===== src/rtl/uart_tx_arbiter.sv =====
// Round-robin arbiter sharing one uart_tx among NUM_REQ byte producers.
// Optional message lock is enabled by defining UART_ARB_LOCK_EN.
module uart_tx_arbiter #(
  parameter int NUM_REQ     = 4,
  parameter int ACK_TIMEOUT = 16
) (
  input  logic                   i_clk,
  input  logic                   i_rst,
  input  logic [NUM_REQ-1:0]     i_req_valid,
  input  logic [8*NUM_REQ-1:0]   i_req_data,
  input  logic [NUM_REQ-1:0]     i_req_last,
  output logic [NUM_REQ-1:0]     o_req_ready,
  input  logic                   i_tx_busy,
  output logic                   o_tx_start,
  output logic [7:0]             o_tx_data,
  output logic [2:0]             o_grant_id,
  output logic                   o_active,
  output logic                   o_err_timeout
);

  localparam int CW = $clog2(ACK_TIMEOUT + 1);
  localparam logic [CW-1:0] CNT_LAST = CW'(ACK_TIMEOUT - 1);

  typedef enum logic [1:0] {
    S_IDLE      = 2'd0,
    S_START     = 2'd1,
    S_WAIT_ACK  = 2'd2,
    S_WAIT_DONE = 2'd3
  } state_t;

  state_t          r_state;
  state_t          w_state_nxt;
  logic [2:0]      r_rr_ptr;
  logic [CW-1:0]   r_cnt;
  logic            r_tx_start;
  logic [7:0]      r_tx_data;
  logic [2:0]      r_grant_id;
  logic            r_active;

  logic [7:0]      w_elig8;
  logic [7:0]      w_bytes [8];
  logic            w_found;
  logic [2:0]      w_winner;
  logic            w_grant;
  logic            w_timeout;

  // Wrap a scan position back into 0..NUM_REQ-1.
  function automatic logic [2:0] f_wrap(input logic [3:0] sum);
    if (sum >= 4'(NUM_REQ)) begin
      return 3'(sum - 4'(NUM_REQ));
    end else begin
      return sum[2:0];
    end
  endfunction

  for (genvar g = 0; g < 8; g++) begin : g_bytes
    if (g < NUM_REQ) begin : g_used
      assign w_bytes[g] = i_req_data[8*g +: 8];
    end else begin : g_pad
      assign w_bytes[g] = 8'd0;
    end
  end

`ifdef UART_ARB_LOCK_EN
  logic       r_locked;
  logic [2:0] r_lock_id;
  logic [7:0] w_last8;

  assign w_last8 = 8'(i_req_last);

  // While a message is in progress only its owner is eligible.
  always_comb begin
    w_elig8 = 8'(i_req_valid);
    if (r_locked) begin
      w_elig8 = 8'(i_req_valid) & (8'd1 << r_lock_id);
    end else begin
      w_elig8 = 8'(i_req_valid);
    end
  end

  // Lock follows the last-byte flag of each accepted byte; a timeout frees it.
  always_ff @(posedge i_clk) begin
    if (i_rst) begin
      r_locked  <= 1'b0;
      r_lock_id <= 3'd0;
    end else if (w_grant) begin
      r_locked  <= ~w_last8[w_winner];
      r_lock_id <= w_winner;
    end else if (w_timeout) begin
      r_locked  <= 1'b0;
    end
  end
`else
  logic w_unused_last;

  assign w_elig8       = 8'(i_req_valid);
  assign w_unused_last = ^i_req_last;
`endif

  // Round-robin scan starting just after the previous winner.
  always_comb begin
    logic [2:0] v_idx;
    v_idx    = 3'd0;
    w_found  = 1'b0;
    w_winner = 3'd0;
    for (int k = 1; k <= NUM_REQ; k++) begin
      v_idx = f_wrap({1'b0, r_rr_ptr} + 4'(k));
      if (!w_found && w_elig8[v_idx]) begin
        w_found  = 1'b1;
        w_winner = v_idx;
      end else begin
        w_found  = w_found;
      end
    end
  end

  // Next-state logic; the grant is suppressed during reset so no byte is lost.
  always_comb begin
    w_state_nxt = r_state;
    w_grant     = 1'b0;
    w_timeout   = 1'b0;
    case (r_state)
      S_IDLE: begin
        if (!i_tx_busy && w_found && !i_rst) begin
          w_grant     = 1'b1;
          w_state_nxt = S_START;
        end else begin
          w_state_nxt = S_IDLE;
        end
      end
      S_START: begin
        w_state_nxt = S_WAIT_ACK;
      end
      S_WAIT_ACK: begin
        if (i_tx_busy) begin
          w_state_nxt = S_WAIT_DONE;
        end else if (r_cnt == CNT_LAST) begin
          w_timeout   = ~i_rst;
          w_state_nxt = S_IDLE;
        end else begin
          w_state_nxt = S_WAIT_ACK;
        end
      end
      S_WAIT_DONE: begin
        if (!i_tx_busy) begin
          w_state_nxt = S_IDLE;
        end else begin
          w_state_nxt = S_WAIT_DONE;
        end
      end
      default: begin
        w_state_nxt = S_IDLE;
      end
    endcase
  end

  // One-hot accept strobe for the winner in the grant cycle.
  always_comb begin
    o_req_ready = '0;
    for (int i = 0; i < NUM_REQ; i++) begin
      if (w_grant && (w_winner == 3'(i))) begin
        o_req_ready[i] = 1'b1;
      end else begin
        o_req_ready[i] = 1'b0;
      end
    end
  end

  // State, pointer, captured byte and registered handshake outputs.
  always_ff @(posedge i_clk) begin
    if (i_rst) begin
      r_state    <= S_IDLE;
      r_rr_ptr   <= 3'(NUM_REQ - 1);
      r_cnt      <= '0;
      r_tx_start <= 1'b0;
      r_tx_data  <= 8'd0;
      r_grant_id <= 3'd0;
      r_active   <= 1'b0;
    end else begin
      r_state    <= w_state_nxt;
      r_tx_start <= (w_state_nxt == S_START);
      r_active   <= (w_state_nxt != S_IDLE);
      if (w_grant) begin
        r_tx_data  <= w_bytes[w_winner];
        r_grant_id <= w_winner;
        r_rr_ptr   <= w_winner;
      end
      if (r_state == S_START) begin
        r_cnt <= '0;
      end else if ((r_state == S_WAIT_ACK) && !i_tx_busy) begin
        r_cnt <= r_cnt + CW'(1);
      end
    end
  end

  assign o_tx_start    = r_tx_start;
  assign o_tx_data     = r_tx_data;
  assign o_grant_id    = r_grant_id;
  assign o_active      = r_active;
  assign o_err_timeout = w_timeout;

endmodule


===== config.mk =====
export PLATFORM = sky130hd
export DESIGN_NAME = uart_tx_arbiter
export DESIGN_NICKNAME = d
export VERILOG_FILES = /design/src/rtl/uart_tx_arbiter.sv
export SDC_FILE = /design/constraint.sdc
export NUM_CORES = 1
export LEC_CHECK = 0
export ABC_AREA = 0
export CAP_MARGIN = 20
export CELL_PAD_IN_SITES_DETAIL_PLACEMENT = 2
export CELL_PAD_IN_SITES_GLOBAL_PLACEMENT = 2
export CORE_MARGIN = 4
export CORE_UTILIZATION = 24
export DETAILED_ROUTE_END_ITERATION = 8
export GPL_TIMING_DRIVEN = 0
export PLACE_DENSITY_LB_ADDON = 0.12
export SYNTH_ARGS = -nofsm -noshare
export SYNTH_HDL_FRONTEND = slang
export SYNTH_SLANG_ARGS = --single-unit

===== constraint.sdc =====
create_clock -name i_clk -period 4.1 [get_ports i_clk]
set_input_delay 0.41 -clock i_clk [delete_from_list [all_inputs] [get_ports i_clk]]
set_output_delay 0.41 -clock i_clk [all_outputs]
set_load 0.005 [all_outputs]

# Word level (Yosys, flattened, before mapping)
# Index checks and enable logic that the tools add are counted.
dict set report word_totals {
  inputBits 43
  reg_bits 23
  wordCells 91
}
dict set report classes {
  bitwise 2
  reduce_logical 19
  muxes 37
  n_lt_le_gt_ge 9
  n_eq_ne 8
  addsub 9
}
# op count
set op_table {}
lappend op_table {{$bmux W8 S3} 1}
lappend op_table {{$mux W3} 8}
lappend op_table {{$mux W1} 18}
lappend op_table {{$ge A4 B3 Y1 const B} 4}
lappend op_table {{$lt A3 B4 Y1 const B} 4}
lappend op_table {{$mux W8} 2}
lappend op_table {{$bmux W1 S3} 4}
lappend op_table {{$sub A3 B3 Y3 const B} 4}
lappend op_table {{$logic_and A1 B1 Y1} 10}
lappend op_table {{$add A3 B2 Y4 const B} 2}
lappend op_table {{$pmux W2 S4} 1}
lappend op_table {{$eq A3 B2 Y1 const B} 2}
lappend op_table {{$mux W2} 3}
lappend op_table {{$add A5 B1 Y5 const B} 1}
lappend op_table {{$eq A5 B4 Y1 const B} 1}
lappend op_table {{$logic_not A1 Y1} 5}
lappend op_table {{$add A3 B1 Y4 const B} 1}
lappend op_table {{$add A3 B3 Y4 const B} 1}
lappend op_table {{$eq A2 B1 Y1 const B} 2}
lappend op_table {{$eq A2 B2 Y1 const B} 2}
lappend op_table {{$ge A4 B4 Y1 const B} 1}
lappend op_table {{$not A3 Y4} 1}
lappend op_table {{$eq A3 B1 Y1 const B} 1}
lappend op_table {{$logic_not A3 Y1} 1}
lappend op_table {{other kinds (4)} 4}

# Depth between registers and ports, before layout
dict set report depth {
  ltp_word 21
  ltp_mapped 13
  mapped_depth_nobuf 9
}

# Least setup slack after synthesis
# Ideal clock, no wire load.
dict set report synth_path {
  path_type {register to output}
  from {register r_rr_ptr[0]}
  to {output port o_req_ready[3]}
  t_arrival_ps 2735
  stages_incl_launch_ff 13
  t_required_ps 3690
  path_slack_ps 955
  n_path_buf 5
  cell_sequence {dfxtp_1 buf_4 buf_2 inv_1 ha_1 buf_6 mux2_4 and3_4 a211o_1 o21ai_2 buf_6 buf_2 and3_1}
}
dict set report synth_between {
  elab_chain_cells 21
}
# item line_no
set synth_lines {}
lappend synth_lines {{start, declared} 33} ;# logic [2:0] r_rr_ptr;
lappend synth_lines {{start signal, assigned} 173} ;# r_rr_ptr <= 3'(NUM_REQ - 1);
lappend synth_lines {{start signal, assigned} 186} ;# r_rr_ptr <= w_winner;
lappend synth_lines {{$add A3 B1 Y4} 107} ;# v_idx = f_wrap({1'b0, r_rr_ptr} + 4'(k));
lappend synth_lines {{$ge A4 B3 Y1 or $sub A3 B3 Y3 (tied branches)} {49, 50}}
lappend synth_lines {{$mux W3} 49} ;# if (sum >= 4'(NUM_REQ)) begin
lappend synth_lines {{$bmux W1 S3} 108} ;# if (!w_found && w_elig8[v_idx]) begin
lappend synth_lines {{$mux W1 (not written as such)} 108}
lappend synth_lines {{$mux W1} 108}
lappend synth_lines {{$logic_not A1 Y1} 108}
lappend synth_lines {{$logic_and A1 B1 Y1} 108}
lappend synth_lines {{[4 not listed]} -}
lappend synth_lines {{$logic_not A1 Y1} 108}
lappend synth_lines {{$logic_and A1 B1 Y1} 108}
lappend synth_lines {{$mux W1} 108}
lappend synth_lines {{$logic_and A1 B1 Y1 (2 in series)} 124} ;# if (!i_tx_busy && w_found && !i_rst) begin
lappend synth_lines {{$mux W1} 124}
lappend synth_lines {{$mux W1} 122} ;# case (r_state)
lappend synth_lines {{$logic_and A1 B1 Y1 *} 161} ;# if (w_grant && (w_winner == 3'(i))) begin
lappend synth_lines {{$mux W1 *} 161}
lappend synth_lines {{end, declared} 12} ;# output logic [NUM_REQ-1:0] o_req_ready,
# Every way passes the cells marked *; elsewhere a longest branch is shown, timed or not. The select of a mux whose other input is x is not followed.

# Worst setup path after layout
# Same ends and word-level chain as after synthesis.

==> impl_metrics.py <==
metrics = {
    "route": {
        "drt_iter0_drc": 30,
        "drt_wl_total_um": 5080,
        "drcViolationCount": 0,
        "via_count": 1594,
        "wire_per_inst_um": 15.9,
        "postRouteAntennaNets": 0,
        "dr.pass1.iters": 4,
        "vias_per_cell": 5.00,
    },
    "worst_setup_path": {
        "cp_num_cells": 12,
        "endpoint": "o_req_ready[3]",
        "worstSetupStartpoint": "r_rr_ptr[0]",
        "crit_path_top_delay_cell": "clkdlybuf4s50_1",
        "critPathMostFrequentCell": "buf_6",
        "critical_path_buf_inv_count": 6,
        "timing.rr.end": "o_tx_data[5]",
        "path_cells": "buf_6 > buf_4 > inv_1 > ha_1 > buf_6 > mux2_4 > a2bb2oi_2 > a211o_1 > o21ai_4 > buf_12 > and3_1 > clkdlybuf4s50_1",
        "rrSetupSlack_ns": 1.05,
        "crit_arrival_ns": 3.39,
        "r2r_start": "r_rr_ptr[0]",
        "cp_data_required_time_ns": 3.69,
        "slowest_delay_ns": 0.52,
        "r2r_cells": 13,
        "crit_type": "reg2out",
        "path_max_fanout": 19,
        "critPathCaptureType": "output port",
        "cp_top_family": "buffers and inverters",
        "start_kind": "register",
    },
    "pwr": {
        "p_seq_share_pct": 35.3,
        "intPower_w": 0.000455,
        "p_switching_w": 0.000221,
        "power_frac_clock_pct": 20.0,
        "power.leakage_nw": 0.891,
        "comb_power_share_pct": 44.6,
        "totalPowerFinal_w": 0.000676,
        "p_sw_share_pct": 32.7,
        "cellPowerDensity_mw_per_mm2": 298,
        "vdd_drop_max_mv": 0.116,
    },
    "floorplan": {
        "die_area_mm2": 0.00780,
        "rows": 28,
        "io_pins": 61,
        "start_util_pct": 25.4,
        "core_mm2": 0.00610,
        "die_w_um": 88.3,
        "die_y_um": 88.3,
    },
    "sta": {
        "finalHoldViolCount": 0,
        "relSlewSlack_pct": 68.1,
        "min_period_over_period_pct": 92.6,
        "clock_skew_ns": 0.00287,
        "worst-slew-pin-transition_ns": 0.478,
        "timing.hold.ws_ns": 0.485,
        "rsz0062_at_grt": "false",
        "slew_violations": 0,
        "tns_ns": 0,
        "period_needed_ns": 3.80,
        "setup_viol": 0,
        "timing.fmax_ghz": 0.263,
    },
    "clocking": {
        "ctsLongestPathBuffers": 2,
        "htree_levels": 1,
        "clock-sinks": 22,
        "ctsHoldBuffers": 0,
        "cts_made_buffers": 3,
        "clk_pin_slew_worst_paths_ns": 0.08,
        "root_buffer": "clkbuf_8",
        "clock_latency_ns": 0.26,
        "cts_tree": "done",
    },
    "finish": {
        "stdcell_count": 319,
        "nFillCells": 707,
        "regArea_um2": 440,
        "nets": 293,
        "final_common_cell": "clkdlybuf4s50_1",
        "finish.utilization_pct": 37.2,
        "multiInputGateArea_mm2": 0.00100,
        "areaGrowthSynthToFinish_pct": 46.3,
        "drive_above_1_share_pct": 11.9,
        "layout_common_cells": "clkdlybuf4s50_1, nor2_1, mux2i_1, dfxtp_1, a21oi_1",
        "antenna_cells": 0,
    },
    "synth": {
        "ys_seq_elements": 22,
        "synth-edff-count": 0,
        "synthTopCellsByArea": "dfxtp_1, mux2i_1, nor2_1",
        "async_reset_ff_share_pct": 0,
        "ys.flop_type": "dfxtp_1",
        "syn_area_mm2": 0.00155,
        "synth_area_per_cell_um2": 8.28,
        "synth.distinct_cells": 42,
        "ys_seq_area_share_pct": 28.5,
        "yosys.area.top_type": "dfxtp_1",
        "ys_warn_count": 0,
        "synth_cells": 187,
        "netlist.area_leader.share_pct": 28.5,
        "synth_nets": 234,
    },
    "global_routing": {
        "grt_max_degree": 20,
        "grt_pass1_wl_um": 8260,
        "grt.total_usage_pct": 13.4,
        "grt-ovfl-total": 0,
        "antenna_found_initial": 0,
        "grt_pass1_vias": 1674,
    },
    "worst_hold_path": {
        "hold_class": "reg2reg",
        "holdPathStages": 2,
    },
    "run": {
        "drv_cap": 0,
    },
    "placement": {
        "port_buffers": 54,
        "dp.cells": 316,
        "hpwl_um": 3970,
        "gp_congestion": 0.750,
    },
    "outcome": {
        "status": "finished clean",
    },
}
[cell families (layout without fill, tap and decap cells)]
family / Yosys count / after routing / share of synthesized area, %
AO/OA/AOI/OAI: 54 / 54 / 25.5
AND/OR/NAND/NOR: 57 / 57 / 17.2
adder cells (fa/ha/maj): 4 / 4 / 3.23
buffers and inverters: 25 / 82 / 7.92
multiplexers: 25 / 25 / 17.6
flip-flops: 22 / 22 / 28.5
[cells in the mapped netlist (all sizes together) (2+ instances only)]
| library cell | number |
|---|---|
| nor2 | 32 |
| dfxtp | 22 |
| mux2i | 22 |
| a21oi | 20 |
| buf | 9 |
| a311o | 8 |
| clkbuf | 8 |
| inv | 8 |
| o21ai | 7 |
| nand2 | 6 |
| nor2b | 5 |
| nor3 | 5 |
| a22oi | 4 |
| ha | 4 |
| and3 | 3 |
| a2bb2oi | 2 |
| mux2 | 2 |
| o21bai | 2 |
[repair_timing]
| action | 4_1_cts | 5_1_grt |
|---|---|---|
| resized for setup | 3 | 12 |
| cloned | 0 | 0 |
| setup endpoints to repair | 4 | 4 |
| setup buffers | 0 | 1 |
| pin swaps | 0 | 1 |
[worst reg2reg max path, stage by stage (launching register included)]
cell	delay (ns)
dfxtp_1	0.40
buf_6	0.17
buf_4	0.18
inv_1	0.07
ha_1	0.30
buf_6	0.15
mux2_4	0.31
a2bb2oi_2	0.17
a211o_1	0.29
o21ai_4	0.19
buf_12	0.20
mux2i_1	0.11
a311o_1	0.36
a21oi_2	0.09
[per-layer routing]
layer  vias to the layer above  share of wire [%]  track usage (%)
met5                         -                  0                0
met4                         0               0.33             1.65
met3                         2                6.6             4.56
met2                        40                 46             22.7
met1                       764                 47             16.9
li1                        788                  -                -
[power by group through the flow]
stage	combinational, W	clock (W)	sequential, W
floorplan	0.000178	0	0.000243
global placement	0.000290	0	0.000243
detailed placement	0.000290	0	0.000244
CTS	0.000293	0.000142	0.000239
global route	0.000332	0.000155	0.000241
finish	0.000302	0.000135	0.000239
[final cells by class]
type / instances / share of cell area [%]
Buffer: 16 / 4.81
Sequential cell: 22 / 19.4
Clock buffer: 3 / 1.82
Multi-Input combinational cell: 140 / 44.3
Tap cell: 75 / 4.14
Timing Repair Buffer: 55 / 24.2
Inverter: 8 / 1.33
[through the flow]
stage	instance area, um2	worst slack (ns)
after floorplan	1550	0.955
after global placement	2180	0.0537
after detailed placement	2180	0.0626
after CTS	2230	0.00414
after global routing	2260	0.0206
final	2260	0.305
[sequential cells by signal (all words and copies together), names as in the netlist]
name        cells
o_grant_id      2
r_state         2
o_tx_start      1
r_rr_ptr        3
o_active        1
r_cnt           5
o_tx_data       8
[worst min-delay path by stage]
| stage | from | to | slack [ns] |
|---|---|---|---|
| CTS | o_grant_id[0] | o_grant_id[0] | 0.50 |
| floorplan | o_grant_id[0] | o_grant_id[0] | 0.45 |
| global placement | o_grant_id[0] | o_grant_id[0] | 0.47 |
| finish | o_grant_id[0] | o_grant_id[0] | 0.49 |
| detailed placement | o_grant_id[0] | o_grant_id[0] | 0.48 |
| global route | o_grant_id[0] | o_grant_id[0] | 0.53 |
(Power assumes the default switching activity.)
==> RTL edit 1, RTL diff (config.mk and constraints unchanged) <==
Build with the macro `UART_ARB_LOCK_EN` defined.
--- a/src/rtl/uart_tx_arbiter.sv
+++ b/src/rtl/uart_tx_arbiter.sv
@@ -1,5 +1,7 @@
 // Round-robin arbiter sharing one uart_tx among NUM_REQ byte producers.
 // Optional message lock is enabled by defining UART_ARB_LOCK_EN.
+`define UART_ARB_LOCK_EN
+
 module uart_tx_arbiter #(
   parameter int NUM_REQ     = 4,
   parameter int ACK_TIMEOUT = 16
Behaviour: not the same (a bounded check fails within 10 cycles, from zero or initial values and one cycle with i_rst high).
==> RTL edit 1 against the unedited design <==
  * Sequential cell count increased by 1
  * Routed wire length increased by 52%
  * Design area increased by 24%
  * Non-clock buffer count increased by 4
  * Synthesized cell count increased by 30%
  * Sequential share of layout area decreased by 3.0 points
  * Worst setup slack got worse by 0.11 ns
  * Synthesized area increased by 23%
  * Largest cell class unchanged
Power is not compared: it rests on default switching activity, and its combinational part moved more than twofold at a synthesized area within 25%.
==> RTL edit 1: results (changes against the unedited design) <==
<table>
<tr><th>Metric</th><th>Value</th></tr>
<tr><th colspan="2">Drt</th></tr>
<tr><td>Drt first-iter violations</td><td>35 (+17%)</td></tr>
<tr><td>Post-DR vias/cell</td><td>5.408 (+8.2%)</td></tr>
<tr><th colspan="2">STA</th></tr>
<tr><td>Worst-case clock skew</td><td>0.005832 ns (+0.002967 ns)</td></tr>
<tr><td>Worst slew pin tran</td><td>0.7081 ns (+0.2303 ns)</td></tr>
<tr><th colspan="2">Place</th></tr>
<tr><td>Pre-CTS setup slack</td><td>-0.8182 ns (-0.8808 ns)</td></tr>
<tr><td>Dpl hpwl</td><td>5.950 mm (+50%)</td></tr>
<tr><td>Instance count after placement with tap cells included</td><td>406 (+28%)</td></tr>
<tr><td>GPL Wtd Cong</td><td>0.7444 (-0.71%)</td></tr>
<tr><th colspan="2">Synthesis</th></tr>
<tr><td>Synth area leaders</td><td>sky130_fd_sc_hd__dfxtp_1 24%, sky130_fd_sc_hd__mux2i_1 5.8%, sky130_fd_sc_hd__nor2_1 4.3%</td></tr>
<tr><td>Post-Synthesis Net Count</td><td>291 (+24%)</td></tr>
<tr><td>Average size of a mapped cell</td><td>7.815 um^2 (-5.6%)</td></tr>
<tr><td>Synth unique cells</td><td>65 (+55%)</td></tr>
<tr><td>Register area share after synthesis</td><td>24.15% (-4.3 points)</td></tr>
<tr><td>Ranking of synthesized cells by instance count</td><td>23 x sky130_fd_sc_hd__dfxtp_1, 22 x sky130_fd_sc_hd__nor2_1, 21 x sky130_fd_sc_hd__nand2_1</td></tr>
<tr><th colspan="2">GRT</th></tr>
<tr><td>Aggregate global-route resource usage</td><td>16.11% (+2.7 points)</td></tr>
<tr><td>First-pass GRT wire length</td><td>12.45 mm (+51%)</td></tr>
<tr><th colspan="2">Critical path</th></tr>
<tr><td>Worst R2R Path Depth</td><td>12 (-1)</td></tr>
<tr><td>Worst r2r dst</td><td>r_locked</td></tr>
<tr><td>Critical-path maximum fanout</td><td>10 (-9)</td></tr>
<tr><td>Reg-to-reg setup timing slack</td><td>0.78 ns (-0.27 ns)</td></tr>
<tr><th colspan="2">Layout</th></tr>
<tr><td>Ratio of cells with drive above 1 in the final layout</td><td>14.01% (+2.1 points)</td></tr>
<tr><td>Final Net Count</td><td>355 (+21%)</td></tr>
<tr><th colspan="2">Status</th></tr>
<tr><td>Outcome</td><td>complete, no violations</td></tr>
<tr><th colspan="2">Clock network</th></tr>
<tr><td>Worst skew pair latency</td><td>0.28 ns (+0.02 ns)</td></tr>
<tr><th colspan="2">Worst hold path</th></tr>
<tr><td>Startpoint of the tightest hold check path</td><td>o_tx_data[0]</td></tr>
</table>
## RTL edit 1: what timing repair did
item / CTS / global route
buffers inserted: 1 / 1
gates resized for setup: 21 / 11
endpoints found under the setup margin: 16 / 4
pin swaps: 0 / 1
## RTL edit 1: logic make-up (layout without fill, tap and decap cells)
logic type / count (synthesis) / count (layout) / synth area share, %
AOI/OAI and AO/OA: 83 / 83 / 33.66
and+or+nand+nor: 93 / 93 / 24.61
DFF: 23 / 23 / 24.15
adders and majority gates: 4 / 4 / 2.625
muxes: 16 / 16 / 9.121
buffers and inverters: 25 / 88 / 5.839
## RTL edit 1: critical path, delay by kind of cell (launching register included)
family / cells / cell delay, ns
AOI/OAI and AO/OA: 4 / 0.83
adders and majority gates: 1 / 0.30
buffers and inverters: 6 / 1.38
DFF: 1 / 0.37
and+or+nand+nor: 2 / 0.31
## RTL edit 1: per-stage QoR
| step | area (um^2) | setup TNS (ns) |
|---|---|---|
| after floorplan | 1907 | 0 |
| after global placement | 2635 | -3.897 |
| after detailed placement | 2635 | -4.204 |
| after CTS | 2776 | 0 |
| after global routing | 2815 | 0 |
| final | 2815 | 0 |
## RTL edit 1: area by class of cell
type,count,area (um^2)
Sequential cell,23,462.9
Multi-Input combinational cell,196,1453
Clock buffer,4,45.04
Tap cell,102,127.6
Inverter,9,35.03
Buffer,13,76.32
Timing Repair Buffer,62,615.6
Fill cell,879,4912
## RTL edit 1: worst max path at each step
stage | to | slack, ns | depth (start not counted)
6_report | o_req_ready[3] | 0.20 | 13
5_1_grt | o_req_ready[3] | 0.03 | 13
4_1_cts | o_req_ready[3] | 0.01 | 13
3_5_place_dp | o_req_ready[0] | -0.82 | 13
3_3_place_gp | o_req_ready[0] | -0.73 | 13
2_1_floorplan | o_req_ready[3] | 0.70 | 13
## RTL edit 1: report_power, final
part           total [mW]  internal (mW)  switching (mW)  leakage (nW)
registers           0.364          0.293          0.0708         0.190
clock network       0.153         0.0697          0.0835        0.0228
logic                1.36          0.625           0.734         0.816
total                1.88          0.988           0.888          1.03
## RTL edit 1: layer usage
metal | GRT usage, % | vias to the layer above | share of wire [%] | wire length [um]
li1 | - | 1057 | - | -
met1 | 20.23 | 1105 | 44 | 3366
met2 | 28.82 | 39 | 51 | 3950
met3 | 2.225 | 11 | 3.1 | 241
met4 | 4.104 | 0 | 2.0 | 158
met5 | 0 | - | 0 | 0
==> RTL edit 2, RTL diff (config.mk and constraints unchanged) <==
Without the edit above. The 4 states of `state_t` get a one-hot encoding in 4 bits.
--- a/src/rtl/uart_tx_arbiter.sv
+++ b/src/rtl/uart_tx_arbiter.sv
@@ -21,11 +21,11 @@
   localparam int CW = $clog2(ACK_TIMEOUT + 1);
   localparam logic [CW-1:0] CNT_LAST = CW'(ACK_TIMEOUT - 1);
 
-  typedef enum logic [1:0] {
-    S_IDLE      = 2'd0,
-    S_START     = 2'd1,
-    S_WAIT_ACK  = 2'd2,
-    S_WAIT_DONE = 2'd3
+  typedef enum logic [3:0] {
+    S_IDLE      = 4'b0001,
+    S_START     = 4'b0010,
+    S_WAIT_ACK  = 4'b0100,
+    S_WAIT_DONE = 4'b1000
   } state_t;
 
   state_t          r_state;
Formal check against the unedited RTL: same outputs for any inputs over 10 cycles, from zero or initial values and one cycle with i_rst high; not proved beyond that.
==> RTL edit 2 against the unedited design <==
  * Critical path depth down 1
  * Synthesized area up 13%
  * Worst setup slack worse by 0.020 ns
  * Routed wire length up 11%
  * Design area up 11%
  * Sequential cell count up 2
  * Non-clock buffer count down 2
  * Highest routed layer unchanged
  * Critical endpoint unchanged
  * Global-route usage down 0.22 points
Power is not compared: it rests on default switching activity, and its combinational part moved more than twofold at a synthesized area within 25%.
==> RTL edit 2: results (changes against the unedited design) <==
<table>
<tr><th>Metric</th><th>Value</th></tr>
<tr><th colspan="2">Synthesis</th></tr>
<tr><td>Register area share after synthesis</td><td>27.49% (-0.97 points)</td></tr>
<tr><td>Ranking of synthesized cells by instance count</td><td>24 x sky130_fd_sc_hd__dfxtp_1, 18 x sky130_fd_sc_hd__nor2_1, 16 x sky130_fd_sc_hd__nor3_1</td></tr>
<tr><td>Synth unique cells</td><td>57 (+36%)</td></tr>
<tr><td>Most frequent cell after synthesis</td><td>sky130_fd_sc_hd__dfxtp_1</td></tr>
<tr><td>Fraction of the mapped netlist area in compound gates</td><td>29.06% (+3.5 points)</td></tr>
<tr><td>Synthesized-area fraction occupied by adder cells</td><td>2.863% (-0.37 points)</td></tr>
<tr><th colspan="2">Place</th></tr>
<tr><td>Instance count after placement with tap cells included</td><td>343 (+8.5%)</td></tr>
<tr><td>GPL Wtd Cong</td><td>0.7569 (+0.96%)</td></tr>
<tr><td>Dpl hpwl</td><td>4.422 mm (+11%)</td></tr>
<tr><td>Placement Cell Area</td><td>2409 um^2 (+10%)</td></tr>
<tr><td>Pre-CTS setup slack</td><td>0.2535 ns (+0.1908 ns)</td></tr>
<tr><th colspan="2">Critical path</th></tr>
<tr><td>Critical-path maximum fanout</td><td>10 (-9)</td></tr>
<tr><td>Worst R2R Path Depth</td><td>12 (-1)</td></tr>
<tr><td>Worst r2r dst</td><td>o_tx_data[4]</td></tr>
<tr><td>Maximum single-stage delay on the critical path</td><td>0.54 ns (+0.02 ns)</td></tr>
<tr><th colspan="2">GRT</th></tr>
<tr><td>Aggregate global-route resource usage</td><td>13.14% (-0.22 points)</td></tr>
<tr><td>First-pass GRT wire length</td><td>9.349 mm (+13%)</td></tr>
<tr><td>Largest net degree at the start of global routing</td><td>15 (-25%)</td></tr>
<tr><td>Vias in the first global route</td><td>1816 (+8.5%)</td></tr>
<tr><th colspan="2">Clock network</th></tr>
<tr><td>Clock slew at the register clock pins of the worst setup and hold paths</td><td>0.10 ns (+0.02 ns)</td></tr>
<tr><th colspan="2">Drt</th></tr>
<tr><td>Total detailed-routing wirelength</td><td>5.658 mm (+11%)</td></tr>
<tr><td>Post-DR vias/cell</td><td>4.917 (-1.6%)</td></tr>
<tr><th colspan="2">Layout</th></tr>
<tr><td>Number of filler cells placed in the layout</td><td>777 (+9.9%)</td></tr>
<tr><th colspan="2">Worst hold path</th></tr>
<tr><td>WHS Endpoint</td><td>r_state[2]</td></tr>
<tr><td>Worst hold path type</td><td>input pin to flop</td></tr>
<tr><th colspan="2">Status</th></tr>
<tr><td>Outcome</td><td>complete, no violations</td></tr>
</table>
[RTL edit 2: changes by cell type after synthesis, moves of 4 or more]
cell,change
sky130_fd_sc_hd__a21oi_1,-9
sky130_fd_sc_hd__a21oi_2,-5
sky130_fd_sc_hd__a221o_1,+6
sky130_fd_sc_hd__a22oi_1,-4
sky130_fd_sc_hd__a311o_1,-8
sky130_fd_sc_hd__buf_6,+4
sky130_fd_sc_hd__clkbuf_1,-8
sky130_fd_sc_hd__mux2i_1,-13
sky130_fd_sc_hd__nor2_1,-14
sky130_fd_sc_hd__nor3_1,+11
sky130_fd_sc_hd__nor4_1,+5
sky130_fd_sc_hd__o21a_1,+4
sky130_fd_sc_hd__o2bb2ai_1,+6
[RTL edit 2: routing by layer]
metal	global-route usage (%)	wire length [um]	share of wire (%)	vias to the layer above
met4	2.564	29	0.51	0
met2	20.25	2449	43	46
met1	18.02	2725	48	818
met5	0	0	0	-
li1	-	-	-	850
met3	4.103	454	8.0	2
[RTL edit 2: area by class of cell]
| class | instances | area (um^2) | share of cell area (%) |
|---|---|---|---|
| Sequential cell | 24 | 480.5 | 19.18 |
| Tap cell | 96 | 120.1 | 4.795 |
| Buffer | 13 | 112.6 | 4.496 |
| Timing Repair Buffer | 56 | 555.5 | 22.18 |
| Clock buffer | 3 | 41.29 | 1.648 |
| Clock inverter | 1 | 30.03 | 1.199 |
| Inverter | 7 | 26.28 | 1.049 |
| Multi-Input combinational cell | 149 | 1139 | 45.45 |
[RTL edit 2: repair_timing]
action | 4_1_cts | 5_1_grt
gates cloned | 0 | 0
setup buffers | 1 | 1
resized for setup | 0 | 2
endpoints found under the setup margin | 2 | 2
pin swaps | 1 | 2
endpoints found under the hold margin | 0 | 0
